`config.mk`:
```
export PLATFORM = sky130hd
export DESIGN_NAME = snn_seq_ctrl_flat
export DESIGN_NICKNAME = d
export VERILOG_FILES = /design/src/rtl/snn_pkg.sv /design/src/rtl/snn_seq_ctrl_if.sv /design/src/rtl/snn_byte_unpacker.sv /design/src/rtl/snn_seq_ctrl.sv /design/src/flat_wrapper.sv
export SDC_FILE = /design/constraint.sdc
export NUM_CORES = 1
export LEC_CHECK = 0
export BUFFER_PORTS_ARGS = -buffer_cell sky130_fd_sc_hd__buf_2
export CORE_ASPECT_RATIO = 1.2
export CORE_UTILIZATION = 54
export DETAILED_ROUTE_END_ITERATION = 8
export PLACE_DENSITY = 0.84
export SETUP_SLACK_MARGIN = 0.1
export SYNTH_ARGS = -nofsm -noshare
export SYNTH_HDL_FRONTEND = slang
export SYNTH_SLANG_ARGS = --single-unit
```
`constraint.sdc`:
```
create_clock -name clk -period 2.9 [get_ports clk]
set_clock_uncertainty 0.2 [all_clocks]
set_input_delay 0.145 -clock clk [delete_from_list [all_inputs] [get_ports clk]]
set_output_delay 0.145 -clock clk [all_outputs]
set_load 0.05 [all_outputs]
```
`src/rtl/snn_pkg.sv`:
```
// Shared types and sizing for the SNN classifier sequencer.
package snn_pkg;

   localparam int NUM_BYTES_DFLT = 98;
   localparam int PIX_PER_BYTE   = 8;
   localparam int IMG_PIXELS     = NUM_BYTES_DFLT * PIX_PER_BYTE;

   localparam logic [2:0] ST_IDLE    = 3'd0;
   localparam logic [2:0] ST_SHIFT   = 3'd1;
   localparam logic [2:0] ST_START   = 3'd2;
   localparam logic [2:0] ST_RUN     = 3'd3;
   localparam logic [2:0] ST_SEND    = 3'd4;
   localparam logic [2:0] ST_TX_WAIT = 3'd5;

   typedef enum logic [2:0] {
      IDLE    = ST_IDLE,
      SHIFT   = ST_SHIFT,
      START   = ST_START,
      RUN     = ST_RUN,
      SEND    = ST_SEND,
      TX_WAIT = ST_TX_WAIT
   } state_t;

endpackage

```
`src/rtl/snn_seq_ctrl_if.sv`:
```
// Bus bundle between the sequencer and the UART / RAM / core around it.
interface snn_seq_ctrl_if #(parameter int ADDR_W = 10);
   logic              rx_rdy;
   logic [7:0]        rx_data;
   logic              ram_we;
   logic [ADDR_W-1:0] ram_addr;
   logic              ram_wdata;
   logic [ADDR_W-1:0] core_addr;
   logic              core_start;
   logic              core_done;
   logic [3:0]        core_digit;
   logic              tx_start;
   logic [7:0]        tx_data;
   logic              tx_rdy;
   logic [7:0]        led;
   logic              busy;
   logic              err_ovr;

   modport master (
      input  rx_rdy, rx_data, core_addr, core_done, core_digit, tx_rdy,
      output ram_we, ram_addr, ram_wdata, core_start, tx_start, tx_data,
             led, busy, err_ovr
   );

   modport slave (
      output rx_rdy, rx_data, core_addr, core_done, core_digit, tx_rdy,
      input  ram_we, ram_addr, ram_wdata, core_start, tx_start, tx_data,
             led, busy, err_ovr
   );
endinterface

```
`src/rtl/snn_byte_unpacker.sv`:
```
// Serialises received bytes LSB-first into single-bit RAM writes, with a
// one-byte hold buffer to absorb a byte that arrives mid-shift.
module snn_byte_unpacker
   import snn_pkg::*;
#(
   parameter int ADDR_W = 10
) (
   input  logic              clk,
   input  logic              rst,
   input  logic              rx_rdy,
   input  logic [7:0]        rx_data,
   input  logic              accept_en,
   input  logic              load,
   input  logic              clr,
   output logic              ack,
   output logic              done,
   output logic              hold_full,
   output logic              ram_we,
   output logic [ADDR_W-1:0] wr_addr,
   output logic              ram_wdata
);

   logic [7:0]        sr_q, sr_d;
   logic [2:0]        bit_cnt_q, bit_cnt_d;
   logic [ADDR_W-1:0] wr_addr_q, wr_addr_d;
   logic              we_q, we_d;
   logic [7:0]        hold_q, hold_d;
   logic              hold_full_q, hold_full_d;
   logic              to_hold;

   always_comb begin
      sr_d        = sr_q;
      bit_cnt_d   = bit_cnt_q;
      wr_addr_d   = wr_addr_q;
      we_d        = we_q;
      hold_d      = hold_q;
      hold_full_d = hold_full_q;
      done        = we_q && (bit_cnt_q == 3'(PIX_PER_BYTE - 1));
      // A full hold only frees up when it is being loaded into sr this cycle.
      to_hold     = accept_en && rx_rdy && (hold_full_q ? load : !load);
      ack         = accept_en && rx_rdy && (!hold_full_q || load);
      if (we_q) begin
         sr_d      = sr_q >> 1;
         wr_addr_d = wr_addr_q + 1'b1;
         bit_cnt_d = bit_cnt_q + 1'b1;
         if (done) we_d = 1'b0;
      end
      if (load) begin
         sr_d        = hold_full_q ? hold_q : rx_data;
         bit_cnt_d   = '0;
         we_d        = 1'b1;
         hold_full_d = 1'b0;
      end
      if (to_hold) begin
         hold_d      = rx_data;
         hold_full_d = 1'b1;
      end
      if (clr) begin
         wr_addr_d = '0;
         bit_cnt_d = '0;
      end
   end

   always_ff @(posedge clk) begin
      if (rst) begin
         sr_q        <= '0;
         bit_cnt_q   <= '0;
         wr_addr_q   <= '0;
         we_q        <= 1'b0;
         hold_q      <= '0;
         hold_full_q <= 1'b0;
      end else begin
         sr_q        <= sr_d;
         bit_cnt_q   <= bit_cnt_d;
         wr_addr_q   <= wr_addr_d;
         we_q        <= we_d;
         hold_q      <= hold_d;
         hold_full_q <= hold_full_d;
      end
   end

   assign hold_full = hold_full_q;
   assign ram_we    = we_q;
   assign wr_addr   = wr_addr_q;
   assign ram_wdata = sr_q[0];

endmodule

```
`src/rtl/snn_seq_ctrl.sv`:
```
// Top sequencer: load image bytes into pixel RAM, run the core, send the digit.
module snn_seq_ctrl
   import snn_pkg::*;
#(
   parameter int NUM_BYTES = NUM_BYTES_DFLT,
   parameter int ADDR_W    = 10
) (
   input  logic           clk,
   input  logic           rst,
   snn_seq_ctrl_if.master bus
);

   localparam int BC_W = $clog2(NUM_BYTES);

   state_t            state_q, state_d;
   logic [BC_W-1:0]   byte_cnt_q, byte_cnt_d;
   logic              core_start_q, core_start_d;
   logic              tx_start_q, tx_start_d;
   logic [3:0]        result_q, result_d;
   logic              seen_low_q, seen_low_d;
   logic              err_q, err_d;
   logic              busy_q;
   logic              load, clr, accept_en, ack, done, hold_full, last_byte;
   logic [ADDR_W-1:0] wr_addr;

   snn_byte_unpacker #(.ADDR_W(ADDR_W)) u_unpack (
      .clk       (clk),
      .rst       (rst),
      .rx_rdy    (bus.rx_rdy),
      .rx_data   (bus.rx_data),
      .accept_en (accept_en),
      .load      (load),
      .clr       (clr),
      .ack       (ack),
      .done      (done),
      .hold_full (hold_full),
      .ram_we    (bus.ram_we),
      .wr_addr   (wr_addr),
      .ram_wdata (bus.ram_wdata)
   );

   assign last_byte = (byte_cnt_q == BC_W'(NUM_BYTES - 1));
   assign accept_en = (state_q == IDLE) || (state_q == SHIFT);

   always_comb begin
      state_d      = state_q;
      byte_cnt_d   = byte_cnt_q;
      core_start_d = 1'b0;
      tx_start_d   = 1'b0;
      result_d     = result_q;
      seen_low_d   = seen_low_q;
      err_d        = err_q;
      load         = 1'b0;
      clr          = 1'b0;
      if (bus.rx_rdy && !ack) err_d = 1'b1;
      case (state_q)
         IDLE: if (bus.rx_rdy || hold_full) begin
            load    = 1'b1;
            state_d = SHIFT;
         end
         SHIFT: if (done) begin
            if (last_byte) state_d = START;
            else begin
               byte_cnt_d = byte_cnt_q + 1'b1;
               if (hold_full) load = 1'b1;
               else state_d = IDLE;
            end
         end
         // core_start is registered off START, so it lands in the first RUN cycle.
         START: begin
            core_start_d = 1'b1;
            clr          = 1'b1;
            byte_cnt_d   = '0;
            state_d      = RUN;
         end
         RUN: if (bus.core_done) begin
            result_d   = bus.core_digit;
            tx_start_d = bus.tx_rdy;
            state_d    = SEND;
         end
         SEND: begin
            if (tx_start_q) begin
               seen_low_d = 1'b0;
               state_d    = TX_WAIT;
            end else if (bus.tx_rdy) tx_start_d = 1'b1;
         end
         // uart_tx may drop tx_rdy a cycle late; insist on seeing it low first.
         TX_WAIT: begin
            if (!seen_low_q) begin
               if (!bus.tx_rdy) seen_low_d = 1'b1;
            end else if (bus.tx_rdy) state_d = IDLE;
         end
         default: state_d = IDLE;
      endcase
   end

   always_ff @(posedge clk) begin
      if (rst) begin
         state_q      <= IDLE;
         byte_cnt_q   <= '0;
         core_start_q <= 1'b0;
         tx_start_q   <= 1'b0;
         result_q     <= '0;
         seen_low_q   <= 1'b0;
         err_q        <= 1'b0;
         busy_q       <= 1'b0;
      end else begin
         state_q      <= state_d;
         byte_cnt_q   <= byte_cnt_d;
         core_start_q <= core_start_d;
         tx_start_q   <= tx_start_d;
         result_q     <= result_d;
         seen_low_q   <= seen_low_d;
         err_q        <= err_d;
         busy_q       <= (state_d != IDLE);
      end
   end

   assign bus.ram_addr   = (state_q == RUN) ? bus.core_addr : wr_addr;
   assign bus.core_start = core_start_q;
   assign bus.tx_start   = tx_start_q;
   assign bus.tx_data    = {4'h0, result_q};
   assign bus.led        = {4'h0, result_q};
   assign bus.busy       = busy_q;
   assign bus.err_ovr    = err_q;

endmodule

```
`src/flat_wrapper.sv`:
```
// flat-port wrapper written by rule: the top's interface ports become plain ports
module snn_seq_ctrl_flat import snn_pkg::*;
#(
   parameter int NUM_BYTES = NUM_BYTES_DFLT,
   parameter int ADDR_W    = 10
)
  (clk, rst, bus_rx_rdy, bus_rx_data, bus_core_addr, bus_core_done, bus_core_digit, bus_tx_rdy, bus_ram_we, bus_ram_addr, bus_ram_wdata, bus_core_start, bus_tx_start, bus_tx_data, bus_led, bus_busy, bus_err_ovr);
  snn_seq_ctrl_if #(.ADDR_W(ADDR_W)) bus_i ();
  input  logic clk;
  input  logic rst;
  input wire logic [$bits(bus_i.rx_rdy)-1:0] bus_rx_rdy;
  input wire logic [$bits(bus_i.rx_data)-1:0] bus_rx_data;
  input wire logic [$bits(bus_i.core_addr)-1:0] bus_core_addr;
  input wire logic [$bits(bus_i.core_done)-1:0] bus_core_done;
  input wire logic [$bits(bus_i.core_digit)-1:0] bus_core_digit;
  input wire logic [$bits(bus_i.tx_rdy)-1:0] bus_tx_rdy;
  output wire logic [$bits(bus_i.ram_we)-1:0] bus_ram_we;
  output wire logic [$bits(bus_i.ram_addr)-1:0] bus_ram_addr;
  output wire logic [$bits(bus_i.ram_wdata)-1:0] bus_ram_wdata;
  output wire logic [$bits(bus_i.core_start)-1:0] bus_core_start;
  output wire logic [$bits(bus_i.tx_start)-1:0] bus_tx_start;
  output wire logic [$bits(bus_i.tx_data)-1:0] bus_tx_data;
  output wire logic [$bits(bus_i.led)-1:0] bus_led;
  output wire logic [$bits(bus_i.busy)-1:0] bus_busy;
  output wire logic [$bits(bus_i.err_ovr)-1:0] bus_err_ovr;
  assign bus_i.rx_rdy = bus_rx_rdy;
  assign bus_i.rx_data = bus_rx_data;
  assign bus_i.core_addr = bus_core_addr;
  assign bus_i.core_done = bus_core_done;
  assign bus_i.core_digit = bus_core_digit;
  assign bus_i.tx_rdy = bus_tx_rdy;
  assign bus_ram_we = bus_i.ram_we;
  assign bus_ram_addr = bus_i.ram_addr;
  assign bus_ram_wdata = bus_i.ram_wdata;
  assign bus_core_start = bus_i.core_start;
  assign bus_tx_start = bus_i.tx_start;
  assign bus_tx_data = bus_i.tx_data;
  assign bus_led = bus_i.led;
  assign bus_busy = bus_i.busy;
  assign bus_err_ovr = bus_i.err_ovr;
  snn_seq_ctrl #(.NUM_BYTES(NUM_BYTES), .ADDR_W(ADDR_W)) u_core (.clk(clk), .rst(rst), .bus(bus_i));
endmodule
```
==> key figures <==
Setup path
  – Worst setup path start: u_core.byte_cnt_q[2]$_SDFFE_PP0P_
  – Kind of critical path: flop to flop
  – Setup crit end: u_core.u_unpack.hold_q[7]$_SDFFE_PP0P_
  – CP arrival: 2.67 ns
  – Crit-path max cell delay: 0.61 ns
  – Reg-to-reg endpoint: u_core.u_unpack.hold_q[7]$_SDFFE_PP0P_
  – Worst R2R Setup Slack: 0.25 ns
  – Critical path depth: 8
  – Worst reg-to-reg path cell count: 8
  – CP Buf/Inv Count: 1
  – Critical Path End Type: flop
  – R2r startpoint: u_core.byte_cnt_q[2]$_SDFFE_PP0P_
  – Crit-path cells: or4b_4 > o2111ai_4 > nand2_4 > inv_2 > ha_1 > nand3_1 > nand2_1 > a21oi_1
  – CP top delay family: simple AND/OR/NAND/NOR gates
  – Crit start category: flop
  – Crit-path max FO: 9
  – Crit path required time: 2.92 ns
  – Worst path slowest cell: or4b_4

Yosys
  – Post-synth top cells: 50 x dfxtp_1, 28 x nand2_1, 21 x a21oi_1
  – Area leader, netlist: dfxtp_1
  – Yosys reg bits: 50
  – Syn Inst Count: 288
  – Post-synth EDFFs: 0
  – Post-synthesis sequential area ratio: 0.383
  – Prevailing post-synth register cell: dfxtp_1
  – Most frequent cell after synthesis: dfxtp_1
  – Cell variety after synth: 49
  – Syn_area_per_cell: 9.07 µm²
  – Netlist Area Pre-Place: 2610 µm²
  – Synth warn: 0
  – FFs w/ async S/R, synth: 0
  – Post-synth top area share: 0.383
  – Synth top area cells: dfxtp_1 38%, mux2i_1 6.1%, mux2_2 4.7%, a21oi_1 4.0%, nand2_1 4.0%

Drt
  – WL/cell: 13.1 µm
  – DR iter-0 viols: 83
  – Final WL: 5300 µm
  – Pre-antenna DRT Iters: 4
  – Post-route ant nets: 0
  – Via count: 2238
  – DRC Markers: 0
  – Via/cell ratio: 5.54

Clocking
  – Max Root-Sink Buffers: 2
  – H-tree Lvls: 2
  – Clock latency at the later pin of the worst-skew pair: 0.30 ns
  – CTS sink cnt: 50
  – CTS root buf: clkbuf_8
  – CTS buffer count: 5
  – Reg clk slew, reported paths: 0.09 ns
  – Post CTS Setup Buffer Count: 0
  – TritonCTS clock tree: done

Floorplan
  – Site Rows: 27
  – # IOs: 59
  – Initial core utilization: 0.564
  – Core area: 4630 µm²
  – Die ar.: 5120 µm²
  – Die width: 65.5 µm
  – Die H: 78.2 µm

Cells and area
  – Final Net Count: 378
  – Diodes inserted: 0
  – Fraction of layout cells with a size suffix above 1: 0.266
  – Filler cell count: 375
  – Final core occ: 0.673
  – Area grow syn2layout: 19.2%

Timing
  – Least-Margin Pin Slew: 0.697 ns
  – Slew HR: 0.535
  – RSZ-0062 raised after global routing: no
  – Final Hold Vio Count: 0
  – Setup TNS: 0 ns
  – Final period utilization: 0.913
  – Final setup vio count: 0
  – Slew Viols, Final: 0
  – Minimum clock period: 2.65 ns
  – Fmax: 378 MHz

Placement
  – Placer Congestion: 0.806
  – Port buffer count: 50
  – Post-DP HPWL: 3530 µm

Power
  – Worst VDD drop: 0.000587 V
  – Pwr dens: 494 nW/µm²
  – P_leak: 1.33 nW
  – Pwr Total: 1.54 mW

Worst hold path
  – Worst min-delay path class: primary input to flop
  – Hold Path Depth: 5

Global route
  – Total GRT Usage: 0.218
  – Initial antenna violation count: 0
  – Total gr overflow: 0
  – Largest net degree at the start of global routing: 36
  – Vias in the first global route: 2033
  – First-pass GRT wire length: 8790 µm

Job
  – Max-cap violation count: 0

Run status
  – Status: complete, no violations
==> how the worst min path moves through the flow <==
stage                                                  end              start  slack [ns]
finish                        u_core.state_q[1]$_SDFF_PP0_      bus_core_done        0.09
global route                  u_core.state_q[1]$_SDFF_PP0_      bus_core_done         0.1
CTS                           u_core.state_q[1]$_SDFF_PP0_      bus_core_done         0.1
detailed placement         u_core.result_q[2]$_SDFFE_PP0P_  bus_core_digit[2]        0.19
global placement           u_core.result_q[0]$_SDFFE_PP0P_  bus_core_digit[0]        0.17
floorplan           u_core.u_unpack.hold_q[7]$_SDFFE_PP0P_     bus_rx_data[7]        0.08
==> tightest hold or removal path, stage by stage <==
cell	delay [ns]
buf_2	0.09
a21bo_2	0.13
nor2_1	0.05
nor2_1	0.10
nor2_1	0.04
==> layout make-up <==
| class | instances | area [µm²] | area share |
|---|---|---|---|
| clock buffer | 6 | 72.6 | 0.0233 |
| multi-input combinational | 213 | 1470 | 0.473 |
| sequential | 50 | 1000 | 0.322 |
| tap | 58 | 72.6 | 0.0233 |
| inverter | 4 | 15.0 | 0.00482 |
| timing repair buffer | 71 | 443 | 0.142 |
| clock inverter | 2 | 37.5 | 0.0121 |
==> power by group <==
part / switching, mW / internal (mW) / total [mW]
combinational: 0.187 / 0.119 / 0.306
sequential: 0.0220 / 0.726 / 0.748
clock: 0.226 / 0.257 / 0.483
total: 0.434 / 1.10 / 1.54
==> what timing repair did <==
item	CTS	global route
setup endpoints to repair	0	8
hold buffers	14	0
gates resized for setup	0	2
hold endpoints to repair	14	0
==> per-stage QoR <==
step | cells | worst slack, ns | hold WS, ns | area [µm²]
final | 404 | 0.253 | 0.0947 | 3110
after floorplan | 295 | 0.142 | 0.0810 | 2640
after detailed placement | 382 | 0.259 | 0.192 | 2860
after CTS | 404 | 0.225 | 0.0970 | 3110
after global placement | 382 | 0.422 | 0.173 | 2860
after global routing | 404 | 0.0981 | 0.0953 | 3110
==> registers in the layout, indices dropped and copies added (netlist names) <==
signal / count
u_core.u_unpack.hold_q: 8
u_core.seen_low_q: 1
u_core.bus.tx_start: 1
u_core.u_unpack.bit_cnt_q: 3
u_core.state_q: 3
u_core.u_unpack.sr_q: 8
u_core.u_unpack.hold_full: 1
u_core.u_unpack.wr_addr: 10
u_core.bus.busy: 1
u_core.bus.err_ovr: 1
u_core.bus.core_start: 1
u_core.u_unpack.ram_we: 1
u_core.result_q: 4
u_core.byte_cnt_q: 7
==> layout by cell type, fill, tap and decap left out, types with 3 or more instances in the layout <==
master,synthesis,routed
dfxtp_1,50,50
a221oi_1,7,7
buf_2,3,50
inv_1,3,3
nand2b_1,7,7
nor3_1,8,8
or3_1,3,3
o21ai_0,7,7
nor2b_1,11,11
nand3_1,7,7
nand4_1,3,3
a21o_1,3,3
xor2_1,5,5
buf_4,12,7
or4_1,3,3
xnor2_1,5,5
dlygate4sd3_1,0,14
conb_1,1,8
nand2_1,28,28
a211oi_2,7,7
clkbuf_8,0,5
ha_1,6,6
mux2i_1,16,16
a21oi_1,21,21
nor2_1,20,20
mux2_2,11,11
==> metal layers <==
layer	routed length, µm	track usage	part of all wire	vias up
met5	0	0	0	-
met4	62	0.0630	0.012	0
met3	200	0.0567	0.038	5
met2	2740	0.394	0.52	55
met1	2290	0.247	0.43	1057
li1	-	-	-	1121
==> logic make-up after synthesis <==
group | synth area share
other | 0.00144
XOR/XNOR | 0.0335
AO/OA/AOI/OAI | 0.166
adder cells (fa/ha/maj) | 0.0287
buffers and inverters | 0.0647
AND/OR/NAND/NOR | 0.214
multiplexers | 0.109
flip-flops | 0.383
(Power assumes the default switching activity.)
